## src/rtl/pixel_readout_collector_if.sv

```systemverilog
// Stream bundle between PIXEL_TOP, the readout collector and the downstream pixel consumer.
// The collector sits on the slave side: it samples the word strobe/bus and the consumer's ready,
// and drives the per-pixel stream plus the status outputs.
interface pixel_readout_collector_if #(
  parameter int WIDTH                  = 2,
  parameter int HEIGHT                 = 2,
  parameter int OUTPUT_BUS_PIXEL_WIDTH = 2,
  parameter int BIT_DEPTH              = 8
);
  localparam int XW = (WIDTH > 1) ? $clog2(WIDTH) : 1;
  localparam int YW = (HEIGHT > 1) ? $clog2(HEIGHT) : 1;

  logic                                        DATA_OUT_CLK;
  logic [OUTPUT_BUS_PIXEL_WIDTH*BIT_DEPTH-1:0] DATA_IN;
  logic                                        PIXEL_READY;
  logic                                        PIXEL_VALID;
  logic [BIT_DEPTH-1:0]                        PIXEL_DATA;
  logic [XW-1:0]                               PIXEL_X;
  logic [YW-1:0]                               PIXEL_Y;
  logic                                        PIXEL_SOF;
  logic                                        PIXEL_EOL;
  logic                                        PIXEL_EOF;
  logic                                        OVERFLOW;
  logic [15:0]                                 FRAME_COUNT;

  // Source of words and sink of pixels (PIXEL_TOP plus downstream consumer, or a testbench).
  modport master (
    output DATA_OUT_CLK, DATA_IN, PIXEL_READY,
    input  PIXEL_VALID, PIXEL_DATA, PIXEL_X, PIXEL_Y,
    input  PIXEL_SOF, PIXEL_EOL, PIXEL_EOF, OVERFLOW, FRAME_COUNT
  );

  // The collector itself.
  modport slave (
    input  DATA_OUT_CLK, DATA_IN, PIXEL_READY,
    output PIXEL_VALID, PIXEL_DATA, PIXEL_X, PIXEL_Y,
    output PIXEL_SOF, PIXEL_EOL, PIXEL_EOF, OVERFLOW, FRAME_COUNT
  );
endinterface

```

## src/rtl/pixel_readout_collector.sv

```systemverilog
// Pixel readout collector.
// Catches each rising edge of the PIXEL_TOP word strobe, stores the bus word together with its
// position inside the frame in a small FIFO, then splits every word into single pixels on a
// valid/ready stream annotated with X/Y and start/end-of-line/frame markers.
// The word strobe is generated from the system clock, so it is edge-detected rather than
// used as a clock.
module pixel_readout_collector #(
  parameter int WIDTH                  = 2,
  parameter int HEIGHT                 = 2,
  parameter int OUTPUT_BUS_PIXEL_WIDTH = 2,
  parameter int BIT_DEPTH              = 8,
  parameter int FIFO_DEPTH             = 4
) (
  input logic                      i_SYSTEM_CLK,
  input logic                      i_SYSTEM_RESET,
  pixel_readout_collector_if.slave io_bus
);

  localparam int BUS_W = OUTPUT_BUS_PIXEL_WIDTH * BIT_DEPTH;
  localparam int WORDS = (WIDTH * HEIGHT) / OUTPUT_BUS_PIXEL_WIDTH;
  localparam int IW    = (WORDS > 1) ? $clog2(WORDS) : 1;
  localparam int LW    = (OUTPUT_BUS_PIXEL_WIDTH > 1) ? $clog2(OUTPUT_BUS_PIXEL_WIDTH) : 1;
  localparam int XW    = (WIDTH > 1) ? $clog2(WIDTH) : 1;
  localparam int YW    = (HEIGHT > 1) ? $clog2(HEIGHT) : 1;
  localparam int AW    = $clog2(FIFO_DEPTH);
  localparam int CW    = AW + 1;

  typedef enum logic {
    ST_IDLE = 1'b0,
    ST_SEND = 1'b1
  } state_t;

  // Strobe edge detection and frame word position of the next incoming word.
  logic                 r_strbQ;
  logic [IW-1:0]        r_inIdx;

  // Word FIFO: payload and word position stored side by side.
  logic [BUS_W-1:0]     r_memData [FIFO_DEPTH];
  logic [IW-1:0]        r_memIdx  [FIFO_DEPTH];
  logic [AW-1:0]        r_wrPtr;
  logic [AW-1:0]        r_rdPtr;
  logic [CW-1:0]        r_count;
  logic                 r_overflow;

  // Serialiser: the word currently being split and the lane being presented.
  state_t               r_state;
  state_t               w_nextState;
  logic [BUS_W-1:0]     r_word;
  logic [IW-1:0]        r_wordIdx;
  logic [LW-1:0]        r_lane;
  logic [15:0]          r_frameCount;

  logic                 w_push;
  logic                 w_full;
  logic                 w_empty;
  logic                 w_pushAccept;
  logic                 w_pop;
  logic                 w_laneInc;
  logic                 w_valid;
  logic                 w_handshake;
  logic                 w_lastLane;
  logic [31:0]          w_pixIdx;
  logic [XW-1:0]        w_x;
  logic [YW-1:0]        w_y;
  logic [BIT_DEPTH-1:0] w_data;
  logic                 w_sof;
  logic                 w_eol;
  logic                 w_eof;

  // A word arrives on the cycle where the strobe is high but was low one cycle earlier.
  assign w_push     = io_bus.DATA_OUT_CLK && !r_strbQ;
  assign w_full     = (r_count == CW'(FIFO_DEPTH));
  assign w_empty    = (r_count == '0);
  // A pop in the same cycle frees the slot, so a push into a full FIFO still lands then.
  assign w_pushAccept = w_push && (!w_full || w_pop);
  assign w_lastLane = (32'(r_lane) == OUTPUT_BUS_PIXEL_WIDTH - 1);

  // Strobe history and the running word position; the position advances even for dropped
  // words so later words keep the coordinates they would have had.
  always_ff @(posedge i_SYSTEM_CLK) begin
    if (!i_SYSTEM_RESET) begin
      r_strbQ <= 1'b0;
      r_inIdx <= '0;
    end else begin
      r_strbQ <= io_bus.DATA_OUT_CLK;
      if (w_push) begin
        if (32'(r_inIdx) == WORDS - 1) begin
          r_inIdx <= '0;
        end else begin
          r_inIdx <= r_inIdx + IW'(1);
        end
      end
    end
  end

  // FIFO storage; contents need no reset because the pointers and count define what is valid.
  always_ff @(posedge i_SYSTEM_CLK) begin
    if (w_pushAccept) begin
      r_memData[r_wrPtr] <= io_bus.DATA_IN;
      r_memIdx[r_wrPtr]  <= r_inIdx;
    end
  end

  // FIFO pointers, occupancy and the sticky drop flag.
  always_ff @(posedge i_SYSTEM_CLK) begin
    if (!i_SYSTEM_RESET) begin
      r_wrPtr    <= '0;
      r_rdPtr    <= '0;
      r_count    <= '0;
      r_overflow <= 1'b0;
    end else begin
      if (w_pushAccept) begin
        r_wrPtr <= r_wrPtr + AW'(1);
      end
      if (w_pop) begin
        r_rdPtr <= r_rdPtr + AW'(1);
      end
      if (w_pushAccept && !w_pop) begin
        r_count <= r_count + CW'(1);
      end else if (!w_pushAccept && w_pop) begin
        r_count <= r_count - CW'(1);
      end
      if (w_push && !w_pushAccept) begin
        r_overflow <= 1'b1;
      end
    end
  end

  // Serialiser state register.
  always_ff @(posedge i_SYSTEM_CLK) begin
    if (!i_SYSTEM_RESET) begin
      r_state <= ST_IDLE;
    end else begin
      r_state <= w_nextState;
    end
  end

  // Serialiser next state: leave SEND only when the final lane is taken and nothing is queued.
  always_comb begin
    w_nextState = r_state;
    case (r_state)
      ST_IDLE: begin
        if (!w_empty) begin
          w_nextState = ST_SEND;
        end
      end
      ST_SEND: begin
        if (io_bus.PIXEL_READY && w_lastLane && w_empty) begin
          w_nextState = ST_IDLE;
        end
      end
      default: begin
        w_nextState = ST_IDLE;
      end
    endcase
  end

  // Serialiser outputs: when to pop the FIFO head and when to step to the next lane.
  always_comb begin
    w_valid     = 1'b0;
    w_handshake = 1'b0;
    w_pop       = 1'b0;
    w_laneInc   = 1'b0;
    case (r_state)
      ST_IDLE: begin
        w_pop = !w_empty;
      end
      ST_SEND: begin
        w_valid     = 1'b1;
        w_handshake = io_bus.PIXEL_READY;
        if (w_handshake) begin
          if (!w_lastLane) begin
            w_laneInc = 1'b1;
          end else begin
            w_pop = !w_empty;
          end
        end
      end
      default: begin
        w_pop = 1'b0;
      end
    endcase
  end

  // Word register: load the FIFO head on a pop, otherwise step lanes on accepted pixels.
  // Everything shown on the stream comes from here, so it holds still under backpressure.
  always_ff @(posedge i_SYSTEM_CLK) begin
    if (!i_SYSTEM_RESET) begin
      r_word    <= '0;
      r_wordIdx <= '0;
      r_lane    <= '0;
    end else if (w_pop) begin
      r_word    <= r_memData[r_rdPtr];
      r_wordIdx <= r_memIdx[r_rdPtr];
      r_lane    <= '0;
    end else if (w_laneInc) begin
      r_lane <= r_lane + LW'(1);
    end
  end

  // Pixel payload and coordinates derived from the word position and lane.
  always_comb begin
    w_pixIdx = 32'(r_wordIdx) * OUTPUT_BUS_PIXEL_WIDTH + 32'(r_lane);
    w_x      = XW'(w_pixIdx % WIDTH);
    w_y      = YW'(w_pixIdx / WIDTH);
    w_data   = r_word[32'(r_lane) * BIT_DEPTH +: BIT_DEPTH];
  end

  // Frame markers only assert alongside a valid pixel so they read zero while idle.
  always_comb begin
    w_sof = w_valid && (w_x == '0) && (w_y == '0);
    w_eol = w_valid && (32'(w_x) == WIDTH - 1);
    w_eof = w_eol && (32'(w_y) == HEIGHT - 1);
  end

  // Completed-frame counter, bumped when the last pixel of a frame is accepted.
  always_ff @(posedge i_SYSTEM_CLK) begin
    if (!i_SYSTEM_RESET) begin
      r_frameCount <= '0;
    end else if (w_handshake && w_eof) begin
      r_frameCount <= r_frameCount + 16'd1;
    end
  end

  assign io_bus.PIXEL_VALID = w_valid;
  assign io_bus.PIXEL_DATA  = w_data;
  assign io_bus.PIXEL_X     = w_x;
  assign io_bus.PIXEL_Y     = w_y;
  assign io_bus.PIXEL_SOF   = w_sof;
  assign io_bus.PIXEL_EOL   = w_eol;
  assign io_bus.PIXEL_EOF   = w_eof;
  assign io_bus.OVERFLOW    = r_overflow;
  assign io_bus.FRAME_COUNT = r_frameCount;

endmodule

```

## src/flat_wrapper.sv

```systemverilog
// flat-port wrapper written by rule: the top's interface ports become plain ports
module pixel_readout_collector_flat 
#(
  parameter int WIDTH                  = 2,
  parameter int HEIGHT                 = 2,
  parameter int OUTPUT_BUS_PIXEL_WIDTH = 2,
  parameter int BIT_DEPTH              = 8,
  parameter int FIFO_DEPTH             = 4
)
  (i_SYSTEM_CLK, i_SYSTEM_RESET, io_bus_DATA_OUT_CLK, io_bus_DATA_IN, io_bus_PIXEL_READY, io_bus_PIXEL_VALID, io_bus_PIXEL_DATA, io_bus_PIXEL_X, io_bus_PIXEL_Y, io_bus_PIXEL_SOF, io_bus_PIXEL_EOL, io_bus_PIXEL_EOF, io_bus_OVERFLOW, io_bus_FRAME_COUNT);
  pixel_readout_collector_if #(.WIDTH(WIDTH), .HEIGHT(HEIGHT), .OUTPUT_BUS_PIXEL_WIDTH(OUTPUT_BUS_PIXEL_WIDTH), .BIT_DEPTH(BIT_DEPTH)) io_bus_i ();
  input logic i_SYSTEM_CLK;
  input logic i_SYSTEM_RESET;
  input wire logic [$bits(io_bus_i.DATA_OUT_CLK)-1:0] io_bus_DATA_OUT_CLK;
  input wire logic [$bits(io_bus_i.DATA_IN)-1:0] io_bus_DATA_IN;
  input wire logic [$bits(io_bus_i.PIXEL_READY)-1:0] io_bus_PIXEL_READY;
  output wire logic [$bits(io_bus_i.PIXEL_VALID)-1:0] io_bus_PIXEL_VALID;
  output wire logic [$bits(io_bus_i.PIXEL_DATA)-1:0] io_bus_PIXEL_DATA;
  output wire logic [$bits(io_bus_i.PIXEL_X)-1:0] io_bus_PIXEL_X;
  output wire logic [$bits(io_bus_i.PIXEL_Y)-1:0] io_bus_PIXEL_Y;
  output wire logic [$bits(io_bus_i.PIXEL_SOF)-1:0] io_bus_PIXEL_SOF;
  output wire logic [$bits(io_bus_i.PIXEL_EOL)-1:0] io_bus_PIXEL_EOL;
  output wire logic [$bits(io_bus_i.PIXEL_EOF)-1:0] io_bus_PIXEL_EOF;
  output wire logic [$bits(io_bus_i.OVERFLOW)-1:0] io_bus_OVERFLOW;
  output wire logic [$bits(io_bus_i.FRAME_COUNT)-1:0] io_bus_FRAME_COUNT;
  assign io_bus_i.DATA_OUT_CLK = io_bus_DATA_OUT_CLK;
  assign io_bus_i.DATA_IN = io_bus_DATA_IN;
  assign io_bus_i.PIXEL_READY = io_bus_PIXEL_READY;
  assign io_bus_PIXEL_VALID = io_bus_i.PIXEL_VALID;
  assign io_bus_PIXEL_DATA = io_bus_i.PIXEL_DATA;
  assign io_bus_PIXEL_X = io_bus_i.PIXEL_X;
  assign io_bus_PIXEL_Y = io_bus_i.PIXEL_Y;
  assign io_bus_PIXEL_SOF = io_bus_i.PIXEL_SOF;
  assign io_bus_PIXEL_EOL = io_bus_i.PIXEL_EOL;
  assign io_bus_PIXEL_EOF = io_bus_i.PIXEL_EOF;
  assign io_bus_OVERFLOW = io_bus_i.OVERFLOW;
  assign io_bus_FRAME_COUNT = io_bus_i.FRAME_COUNT;
  pixel_readout_collector #(.WIDTH(WIDTH), .HEIGHT(HEIGHT), .OUTPUT_BUS_PIXEL_WIDTH(OUTPUT_BUS_PIXEL_WIDTH), .BIT_DEPTH(BIT_DEPTH), .FIFO_DEPTH(FIFO_DEPTH)) u_core (.i_SYSTEM_CLK(i_SYSTEM_CLK), .i_SYSTEM_RESET(i_SYSTEM_RESET), .io_bus(io_bus_i));
endmodule
```

## config.mk

```make
export PLATFORM = sky130hd
export DESIGN_NAME = pixel_readout_collector_flat
export DESIGN_NICKNAME = d
export VERILOG_FILES = /design/src/rtl/pixel_readout_collector_if.sv /design/src/rtl/pixel_readout_collector.sv /design/src/flat_wrapper.sv
export SDC_FILE = /design/constraint.sdc
export NUM_CORES = 1
export LEC_CHECK = 0
export CORE_MARGIN = 5
export CORE_UTILIZATION = 50
export DETAILED_ROUTE_END_ITERATION = 8
export PLACE_DENSITY_LB_ADDON = 0.3
export SLEW_MARGIN = 0
export SYNTH_ARGS = -nofsm -noshare
export SYNTH_HDL_FRONTEND = slang
export SYNTH_SLANG_ARGS = --single-unit
```

## constraint.sdc

```tcl
create_clock -name i_SYSTEM_CLK -period 4.1 [get_ports i_SYSTEM_CLK]
set_input_delay 0.615 -clock i_SYSTEM_CLK [delete_from_list [all_inputs] [get_ports i_SYSTEM_CLK]]
set_output_delay 0.615 -clock i_SYSTEM_CLK [all_outputs]
set_load 0.02 [all_outputs]
```

==> results of run 1 <==
-- logic make-up after synthesis --
kind of cell	share of synthesized area, %
adder cells (fa/ha/maj)	2.14
buffers and inverters	2.00
AND/OR/NAND/NOR	10.7
AO/OA/AOI/OAI	4.91
flip-flops	66.4
XOR/XNOR	2.77
multiplexers	11.1
-- sequential cells by signal, indices dropped and copies added, names as in the netlist, 2 cells and up --
signal and cells:
u_core.r_memData 64, u_core.r_memIdx 4, u_core.r_count 3, u_core.r_rdPtr 2
u_core.r_wrPtr 2, u_core.r_word 16, u_core.io_bus.FRAME_COUNT 16
-- worst min path at each step --
stage / to / cells past startpoint / from
after floorplan: u_core.r_word[10]$_SDFFE_PN0P_ / 2 / u_core.r_word[10]$_SDFFE_PN0P_
after global placement: u_core.r_word[5]$_SDFFE_PN0P_ / 2 / u_core.r_word[5]$_SDFFE_PN0P_
after detailed placement: u_core.r_word[13]$_SDFFE_PN0P_ / 2 / u_core.r_word[13]$_SDFFE_PN0P_
after CTS: u_core.r_word[13]$_SDFFE_PN0P_ / 2 / u_core.r_word[13]$_SDFFE_PN0P_
after global routing: u_core.r_word[11]$_SDFFE_PN0P_ / 2 / u_core.r_word[11]$_SDFFE_PN0P_
final: u_core.r_word[13]$_SDFFE_PN0P_ / 2 / u_core.r_word[13]$_SDFFE_PN0P_
-- where the power goes --
part	leakage (nW)	switching [mW]	internal, mW
Combinational	0.642	0.379	0.362
Sequential	0.989	0.117	1.34
Clock	0.277	0.519	0.871
Total	1.91	1.01	2.57
-- routing by layer --
metal	global-route usage (%)	vias to the layer above	wire (um)	share of wire [%]
met3	6.33	4	518	6.2
li1	-	1307	-	-
met5	0	-	0	0
met4	5.27	0	38	0.46
met1	19.8	1332	3650	44
met2	26.1	84	4090	49
-- per-stage QoR --
step                      instance area [um2]  setup slack, ns  hold WS (ns)  util, %
after floorplan                          4430             1.43         0.433        -
after global placement                   5060            0.778         0.441     58.3
after detailed placement                 5060            0.694         0.448     58.3
after CTS                                5630             1.08         0.456     64.9
after global routing                     5630            0.902         0.472     64.9
final                                    5630             1.12         0.455     64.9
-- cells in the mapped netlist (all sizes together), types with 4 or more instances --
library cell	count
ha	6
a21oi	27
xnor2	11
edfxtp	68
nor2	21
inv	8
or3	10
o21ai	7
clkbuf	8
and2	6
buf	6
nand3	6
nand4	4
mux2	8
mux4	17
nor4	4
dfxtp	45
nand2	40
-- layout make-up --
type / instances / area, um2
fill: 651 / 3050
sequential: 113 / 2940
multi-input combinational: 187 / 1400
timing repair buffer: 56 / 546
clock buffer: 18 / 418
clock inverter: 14 / 155
tap: 108 / 135
inverter: 8 / 30.0
-- tightest hold or removal path, delay by kind of cell, from the launching register on --
kind	cells	cell delay, ns
DFF	1	0.31
and+or+nand+nor	1	0.05
AOI/OAI and AO/OA	1	0.05
==> results.sh, run 1 <==
export IMPL_status="complete, no violations"
export IMPL_yosys_area_top_type="edfxtp_1"
export IMPL_fp_dieW_um=104
export IMPL_grtUsageTotal_pct=16.1
export IMPL_num_rows=34
export IMPL_p_leak_nw=1.91
export IMPL_period_needed_ns=2.98
export IMPL_antenna_found_initial=0
export IMPL_rsz0062_at_grt="false"
export IMPL_ctsHoldBuffers=0
export IMPL_syn_to_final_growth_pct=26.9
export IMPL_async_flop_share_pct=0
export IMPL_slowest_stage="dfxtp_1"
export IMPL_clockRootBuffer="clkbuf_8"
export IMPL_critPathLaunch="u_core.r_lane$_SDFFE_PP0P_"
export IMPL_hold_violations=0
export IMPL_final_common_cell="edfxtp_1"
export IMPL_die_h_um=104
export IMPL_reg2reg_to="u_core.r_count[2]$_SDFFE_PN0P_"
export IMPL_synth_main_ff_cell="edfxtp_1"
export IMPL_startpoint_type="flop"
export IMPL_grt_max_degree=46
export IMPL_ant_nets=0
export IMPL_floorplan_initialDensity_pct=51.1
export IMPL_layout_drive_gt1_share_pct=16.4
export IMPL_dp_cells=472
export IMPL_synthCells=322
export IMPL_setup_violations=0
export IMPL_viasPerCell=5.41
export IMPL_synth_avg_cell_area_um2=13.8
export IMPL_dpl_hpwl_um=5290
export IMPL_grt_overflow=0
export IMPL_ys_types=36
export IMPL_power_density_mw_per_mm2=638
export IMPL_clk_pin_slew_ns=0.05
export IMPL_grt_pass1_wl_um=13800
export IMPL_gp_congestion=0.787
export IMPL_vdd_drop_max_v=0.000366
export IMPL_drtIter0Drc=85
export IMPL_synth_nets=349
export IMPL_yosysSeqAreaShare_pct=66.4
export IMPL_crit_end="u_core.r_count[2]$_SDFFE_PN0P_"
export IMPL_vias=2727
export IMPL_io_buffers=50
export IMPL_slew_headroom_pct=35.1
export IMPL_syn_area_mm2=0.00443
export IMPL_r2r_start="u_core.r_lane$_SDFFE_PP0P_"
export IMPL_finalNonFillerCells=504
export IMPL_synth_top_cells_by_area="edfxtp_1 46%, dfxtp_1 20%, mux4_2 8.6%"
export IMPL_r2r_cells=8
export IMPL_cts_sinks=113
export IMPL_finalCritPeriodShare_pct=72.8
export IMPL_critPathArrivalTime_ns=3.41
export IMPL_end_kind="flop"
export IMPL_drv_slew=0
export IMPL_most_common_layout_cells="68 x edfxtp_1, 50 x clkdlybuf4s50_1, 45 x dfxtp_1"
export IMPL_synth_warnings=0
export IMPL_htreeDepth=4
export IMPL_cts_buffers=17
export IMPL_maxCapViolations=0
export IMPL_cpPeakStageDelay_ns=0.72
export IMPL_crit_type="flop to flop"
export IMPL_clk_path_buf_depth=2
export IMPL_max_freq_mhz=335
export IMPL_yosysTopAreaCellShare_pct=46.0
export IMPL_hp_class="flop to flop"
export IMPL_first_pass_iters=4
export IMPL_diodes=0
export IMPL_first_global_vias=2805
export IMPL_cts_resized=0
export IMPL_worst_path_stages=8
export IMPL_power_mw=3.59
export IMPL_wl_per_cell_um=16.5
export IMPL_finalSetupTns_ns=0
export IMPL_io_pins=51
export IMPL_r2r_slack_ns=1.12
export IMPL_cp_num_buf_inv=1
export IMPL_synth_edf_count=68
export IMPL_ys_ff_latch=113
export IMPL_path_max_fanout=17
export IMPL_path_cells="a21boi_1 -> a311oi_2 -> ha_1 -> inv_1 -> fa_1 -> xor2_1 -> or3_1 -> a21oi_1"
export IMPL_totalWireLength_um=8300
export IMPL_drc=0
export IMPL_clock_skew_final_ns=0.0110
export IMPL_crit_family="compound AO/OA/AOI/OAI gates"
export IMPL_cts_tree="done"
export IMPL_post_cts_buffers=0
export IMPL_crit_required_ns=4.52
export IMPL_worstMarginPinSlew_ns=0.972
export IMPL_insertion_delay_ns=0.50
export IMPL_core_region_area_mm2=0.00868
export IMPL_dieArea_mm2=0.0109
export IMPL_finalNetCount=410
Power figures use the tool's default switching activity.
==> run 2: changes to the inputs <==
==> constraint.sdc (replaced) <==
create_clock -name i_SYSTEM_CLK -period 2.9 [get_ports i_SYSTEM_CLK]
set_input_delay 0.435 -clock i_SYSTEM_CLK [delete_from_list [all_inputs] [get_ports i_SYSTEM_CLK]]
set_output_delay 0.435 -clock i_SYSTEM_CLK [all_outputs]
set_load 0.02 [all_outputs]
==> results.sh, run 2 (synthesis results as in run 1) <==
export IMPL_period_needed_ns=2.45
export IMPL_fp_dieW_um=104
export IMPL_startpoint_type="flop"
export IMPL_regMostFlops="u_core.r_memData"
export IMPL_setup_violations=0
export IMPL_layout_drive_gt1_share_pct=16.3
export IMPL_cts_buffers=17
export IMPL_largest_register_ffs=64
export IMPL_final_common_cell="edfxtp_1"
export IMPL_most_common_layout_cells="68 x edfxtp_1, 50 x clkdlybuf4s50_1, 45 x dfxtp_1"
export IMPL_clk_path_buf_depth=2
export IMPL_power_mw=5.28
export IMPL_clk_pin_slew_ns=0.06
export IMPL_cts_sinks=113
export IMPL_cts_resized=0
export IMPL_use_met1_pct=19.6
export IMPL_worstMarginPinSlew_ns=0.921
export IMPL_cp_num_buf_inv=2
export IMPL_cpPeakStageDelay_ns=0.55
export IMPL_finalCritPeriodShare_pct=84.4
export IMPL_diodes=0
export IMPL_final_core_util_pct=65.7
export IMPL_use_met2_pct=28.4
export IMPL_first_pass_iters=4
export IMPL_worst_path_stages=3
export IMPL_viasPerCell=5.46
export IMPL_vdd_drop_max_v=0.000487
export IMPL_dpl_hpwl_um=5170
export IMPL_ant_nets=0
export IMPL_slew_headroom_pct=38.5
export IMPL_status="complete, no violations"
export IMPL_hold_violations=0
export IMPL_dieArea_mm2=0.0109
export IMPL_path_cells="buf_4 -> mux2_2 -> clkdlybuf4s50_1"
export IMPL_wl_per_cell_um=17.0
export IMPL_whs_path_depth=2
export IMPL_io_buffers=50
export IMPL_slowest_stage="clkdlybuf4s50_1"
export IMPL_nFillCells=664
export IMPL_end_kind="output pin"
export IMPL_core_region_area_mm2=0.00868
export IMPL_grtUsageTotal_pct=16.9
export IMPL_finalNetCount=414
export IMPL_drtIter0Drc=88
export IMPL_totalWireLength_um=8610
export IMPL_grt_max_degree=46
export IMPL_drc=0
export IMPL_clock_skew_final_ns=0.00984
export IMPL_clockRootBuffer="clkbuf_8"
export IMPL_grt_busiest_layer="met2"
export IMPL_grt_pass1_wl_um=14200
export IMPL_crit_type="flop to output pin"
export IMPL_critPathArrivalTime_ns=2.01
export IMPL_r2r_cells=9
export IMPL_io_pins=51
export IMPL_insertion_delay_ns=0.51
export IMPL_syn_to_final_growth_pct=28.5
export IMPL_crit_family="buffers and inverters"
export IMPL_floorplan_initialDensity_pct=51.1
export IMPL_grtUsageMet3_pct=6.64
export IMPL_vias=2769
export IMPL_crit_required_ns=2.47
export IMPL_rsz0062_at_grt="false"
export IMPL_gp_congestion=0.785
export IMPL_hp_class="flop to flop"
export IMPL_antenna_found_initial=0
export IMPL_num_rows=34
export IMPL_power_density_mw_per_mm2=926
export IMPL_max_freq_mhz=409
export IMPL_post_cts_buffers=0
export IMPL_cts_tree="done"
export IMPL_htreeDepth=4
export IMPL_maxCapViolations=0
export IMPL_path_max_fanout=16
export IMPL_ctsHoldBuffers=0
export IMPL_first_global_vias=2801
export IMPL_drv_slew=0
export IMPL_die_h_um=104
export IMPL_finalSetupTns_ns=0
export IMPL_grt_overflow=0
export IMPL_p_leak_nw=1.94
[run 2: final cells by class]
class                           instances  area, um2  share of cell area [%]
Clock buffer                           19        422                    7.40
Clock inverter                         12        190                    3.34
Inverter                                8       30.0                   0.527
Multi-Input combinational cell        187       1400                    24.6
Sequential cell                       113       2940                    51.6
Tap cell                              108        135                    2.37
Timing Repair Buffer                   60        576                    10.1
[run 2: power breakdown]
group | switching (mW) | internal, mW | leakage [nW]
sequential | 0.139 | 1.90 | 0.989
clock | 0.675 | 1.46 | 0.289
combinational | 0.576 | 0.525 | 0.661
total | 1.39 | 3.89 | 1.94
[run 2: metal layers]
metal,wire (um),share of wire (%)
met4,78,0.91
met3,539,6.3
met1,3580,42
met5,0,0
met2,4410,51
[run 2: worst paths after layout]
path	start	to	slack, ns
max	u_core.r_lane$_SDFFE_PP0P_	io_bus_PIXEL_DATA[5]	0.45
min	u_core.r_word[12]$_SDFFE_PN0P_	u_core.r_word[12]$_SDFFE_PN0P_	0.45
max reg2reg	u_core.r_state$_SDFF_PN0_	u_core.r_count[2]$_SDFFE_PN0P_	0.48
min reg2reg	u_core.r_word[12]$_SDFFE_PN0P_	u_core.r_word[12]$_SDFFE_PN0P_	0.45
[run 2: through the flow]
step	hold WS (ns)	std cells	setup slack, ns	instance area [um2]
floorplan	0.433	322	0.265	4430
global placement	0.441	476	0.152	5090
detailed placement	0.446	476	0.0733	5090
CTS	0.451	507	0.423	5700
global route	0.468	507	0.320	5700
finish	0.452	507	0.453	5700
[run 2: tightest hold or removal path: stages (launching register included)]
cell and delay [ns]:
dfxtp_1 0.30, nand2_1 0.05, a21oi_1 0.05
==> run 3: changes to the inputs <==
==> constraint.sdc (replaced) <==
create_clock -name i_SYSTEM_CLK -period 2.5 [get_ports i_SYSTEM_CLK]
set_input_delay 0.375 -clock i_SYSTEM_CLK [delete_from_list [all_inputs] [get_ports i_SYSTEM_CLK]]
set_output_delay 0.375 -clock i_SYSTEM_CLK [all_outputs]
set_load 0.02 [all_outputs]
==> results.sh, run 3 (synthesis results as in run 1) <==
export IMPL_maxCapViolations=0
export IMPL_hp_class="flop to flop"
export IMPL_cts_resized=0
export IMPL_antenna_found_initial=0
export IMPL_worstMarginPinSlew_ns=0.782
export IMPL_power_density_mw_per_mm2=1020
export IMPL_r2r_slack_ns=0.20
export IMPL_vdd_drop_max_v=0.000868
export IMPL_worstHoldStart="u_core.r_word[7]$_SDFFE_PN0P_"
export IMPL_drv_slew=0
export IMPL_ant_nets=0
export IMPL_r2r_cells=9
export IMPL_dpl_cell_area_mm2=0.00519
export IMPL_clk_path_buf_depth=2
export IMPL_period_needed_ns=2.41
export IMPL_clockRootBuffer="clkbuf_8"
export IMPL_die_h_um=104
export IMPL_setup_violations=0
export IMPL_htreeDepth=4
export IMPL_cts_buffers=17
export IMPL_grt_overflow=0
export IMPL_reg2reg_to="u_core.r_count[2]$_SDFFE_PN0P_"
export IMPL_final_common_cell="edfxtp_1"
export IMPL_fp_dieW_um=104
export IMPL_num_rows=34
export IMPL_diodes=0
export IMPL_end_kind="output pin"
export IMPL_status="complete, no violations"
export IMPL_grt_pass1_wl_um=14500
export IMPL_regMostFlops="u_core.r_memData"
export IMPL_first_global_vias=2891
export IMPL_crit_type="flop to output pin"
export IMPL_path_max_fanout=16
export IMPL_grtUsageTotal_pct=17.4
export IMPL_vias=2785
export IMPL_most_common_layout_cells="68 x edfxtp_1, 50 x clkdlybuf4s50_1, 45 x dfxtp_1"
export IMPL_floorplan_initialDensity_pct=51.1
export IMPL_core_region_area_mm2=0.00868
export IMPL_largest_register_ffs=64
export IMPL_cts_sinks=113
export IMPL_cts_tree="done"
export IMPL_drc=0
export IMPL_hold_violations=0
export IMPL_layout_drive_gt1_share_pct=18.5
export IMPL_r2r_start="u_core.r_count[0]$_SDFFE_PN0P_"
export IMPL_dpl_hpwl_um=5510
export IMPL_wl_per_cell_um=17.1
export IMPL_p_leak_nw=1.94
export IMPL_io_pins=51
export IMPL_cpPeakStageDelay_ns=0.58
export IMPL_slowest_stage="clkdlybuf4s50_1"
export IMPL_drtIter0Drc=126
export IMPL_slew_headroom_pct=47.8
export IMPL_critPathArrivalTime_ns=2.04
export IMPL_clock_skew_final_ns=0.00890
export IMPL_fin_area_mm2=0.00572
export IMPL_finalNetCount=420
export IMPL_clk_pin_slew_ns=0.06
export IMPL_whs_path_depth=2
export IMPL_finalCritPeriodShare_pct=96.6
export IMPL_grt_max_degree=46
export IMPL_rsz0062_at_grt="false"
export IMPL_io_buffers=50
export IMPL_gp_congestion=0.820
export IMPL_syn_to_final_growth_pct=29.1
export IMPL_finalSetupTns_ns=0
export IMPL_dieArea_mm2=0.0109
export IMPL_totalWireLength_um=8810
export IMPL_ctsHoldBuffers=0
export IMPL_viasPerCell=5.42
export IMPL_crit_family="buffers and inverters"
export IMPL_startpoint_type="flop"
export IMPL_crit_required_ns=2.12
export IMPL_insertion_delay_ns=0.51
export IMPL_post_cts_buffers=0
export IMPL_max_freq_mhz=414
export IMPL_first_pass_iters=4
export IMPL_whs_endpoint="u_core.r_word[7]$_SDFFE_PN0P_"
export IMPL_path_cells="buf_4 -> mux2_2 -> clkdlybuf4s50_1"
export IMPL_cp_num_buf_inv=2
==> run 3: cell count changes in the layout (fill, tap and decap cells not counted), sizes merged <==
cell	change
clkinv	+3
inv	+1
clkinvlp	+2
clkbuf	-1
buf	+6
bufinv	-4
==> run 3: report_power, final <==
group | switching, mW | internal [mW]
clock network | 0.832 | 1.31
registers | 0.130 | 2.20
logic | 0.708 | 0.658
==> run 3: tightest hold or removal path, cell delays in order (launching register included) <==
cell and delay (ns):
dfxtp_1 0.30, nand2_1 0.05, a21oi_1 0.05
==> run 3: metal layers <==
metal	GRT usage, %	up-vias	share of wire, %
met2	30.0	74	52
met4	6.20	0	1.2
met5	0	-	0
met3	6.27	11	5.5
met1	19.8	1368	41
li1	-	1332	-
==> run 3: final cells by class <==
class / count / area (um2)
clock inverter: 14 / 118
tap: 108 / 135
timing repair buffer: 66 / 671
sequential: 113 / 2940
fill: 660 / 2960
clock buffer: 18 / 418
inverter: 8 / 32.5
multi-input combinational: 187 / 1410
==> run 3: worst max path at each step <==
stage	depth (start not counted)	start	to	slack, ns
4_1_cts	3	u_core.r_lane$_SDFFE_PP0P_	io_bus_PIXEL_DATA[3]	0.07
6_report	3	u_core.r_lane$_SDFFE_PP0P_	io_bus_PIXEL_DATA[3]	0.09
3_5_place_dp	9	io_bus_PIXEL_READY	u_core.r_count[2]$_SDFFE_PN0P_	-0.11
5_1_grt	3	u_core.r_lane$_SDFFE_PP0P_	io_bus_PIXEL_DATA[3]	0.02
3_3_place_gp	9	io_bus_PIXEL_READY	u_core.r_count[2]$_SDFFE_PN0P_	-0.07
2_1_floorplan	11	u_core.r_count[0]$_SDFFE_PN0P_	u_core.r_count[2]$_SDFFE_PN0P_	0.002
==> run 3: stage by stage <==
stage / std cells / worst slack, ns / hold slack [ns] / util (%) / power (mW)
finish: 514 / 0.0858 / 0.453 / 65.9 / 5.83
detailed placement: 482 / -0.108 / 0.447 / 59.8 / 3.74
global route: 514 / 0.0206 / 0.472 / 65.9 / 6.12
CTS: 514 / 0.0668 / 0.455 / 65.9 / 5.90
global placement: 482 / -0.0685 / 0.442 / 59.8 / 3.71
floorplan: 322 / 0.00245 / 0.433 / - / 3.24
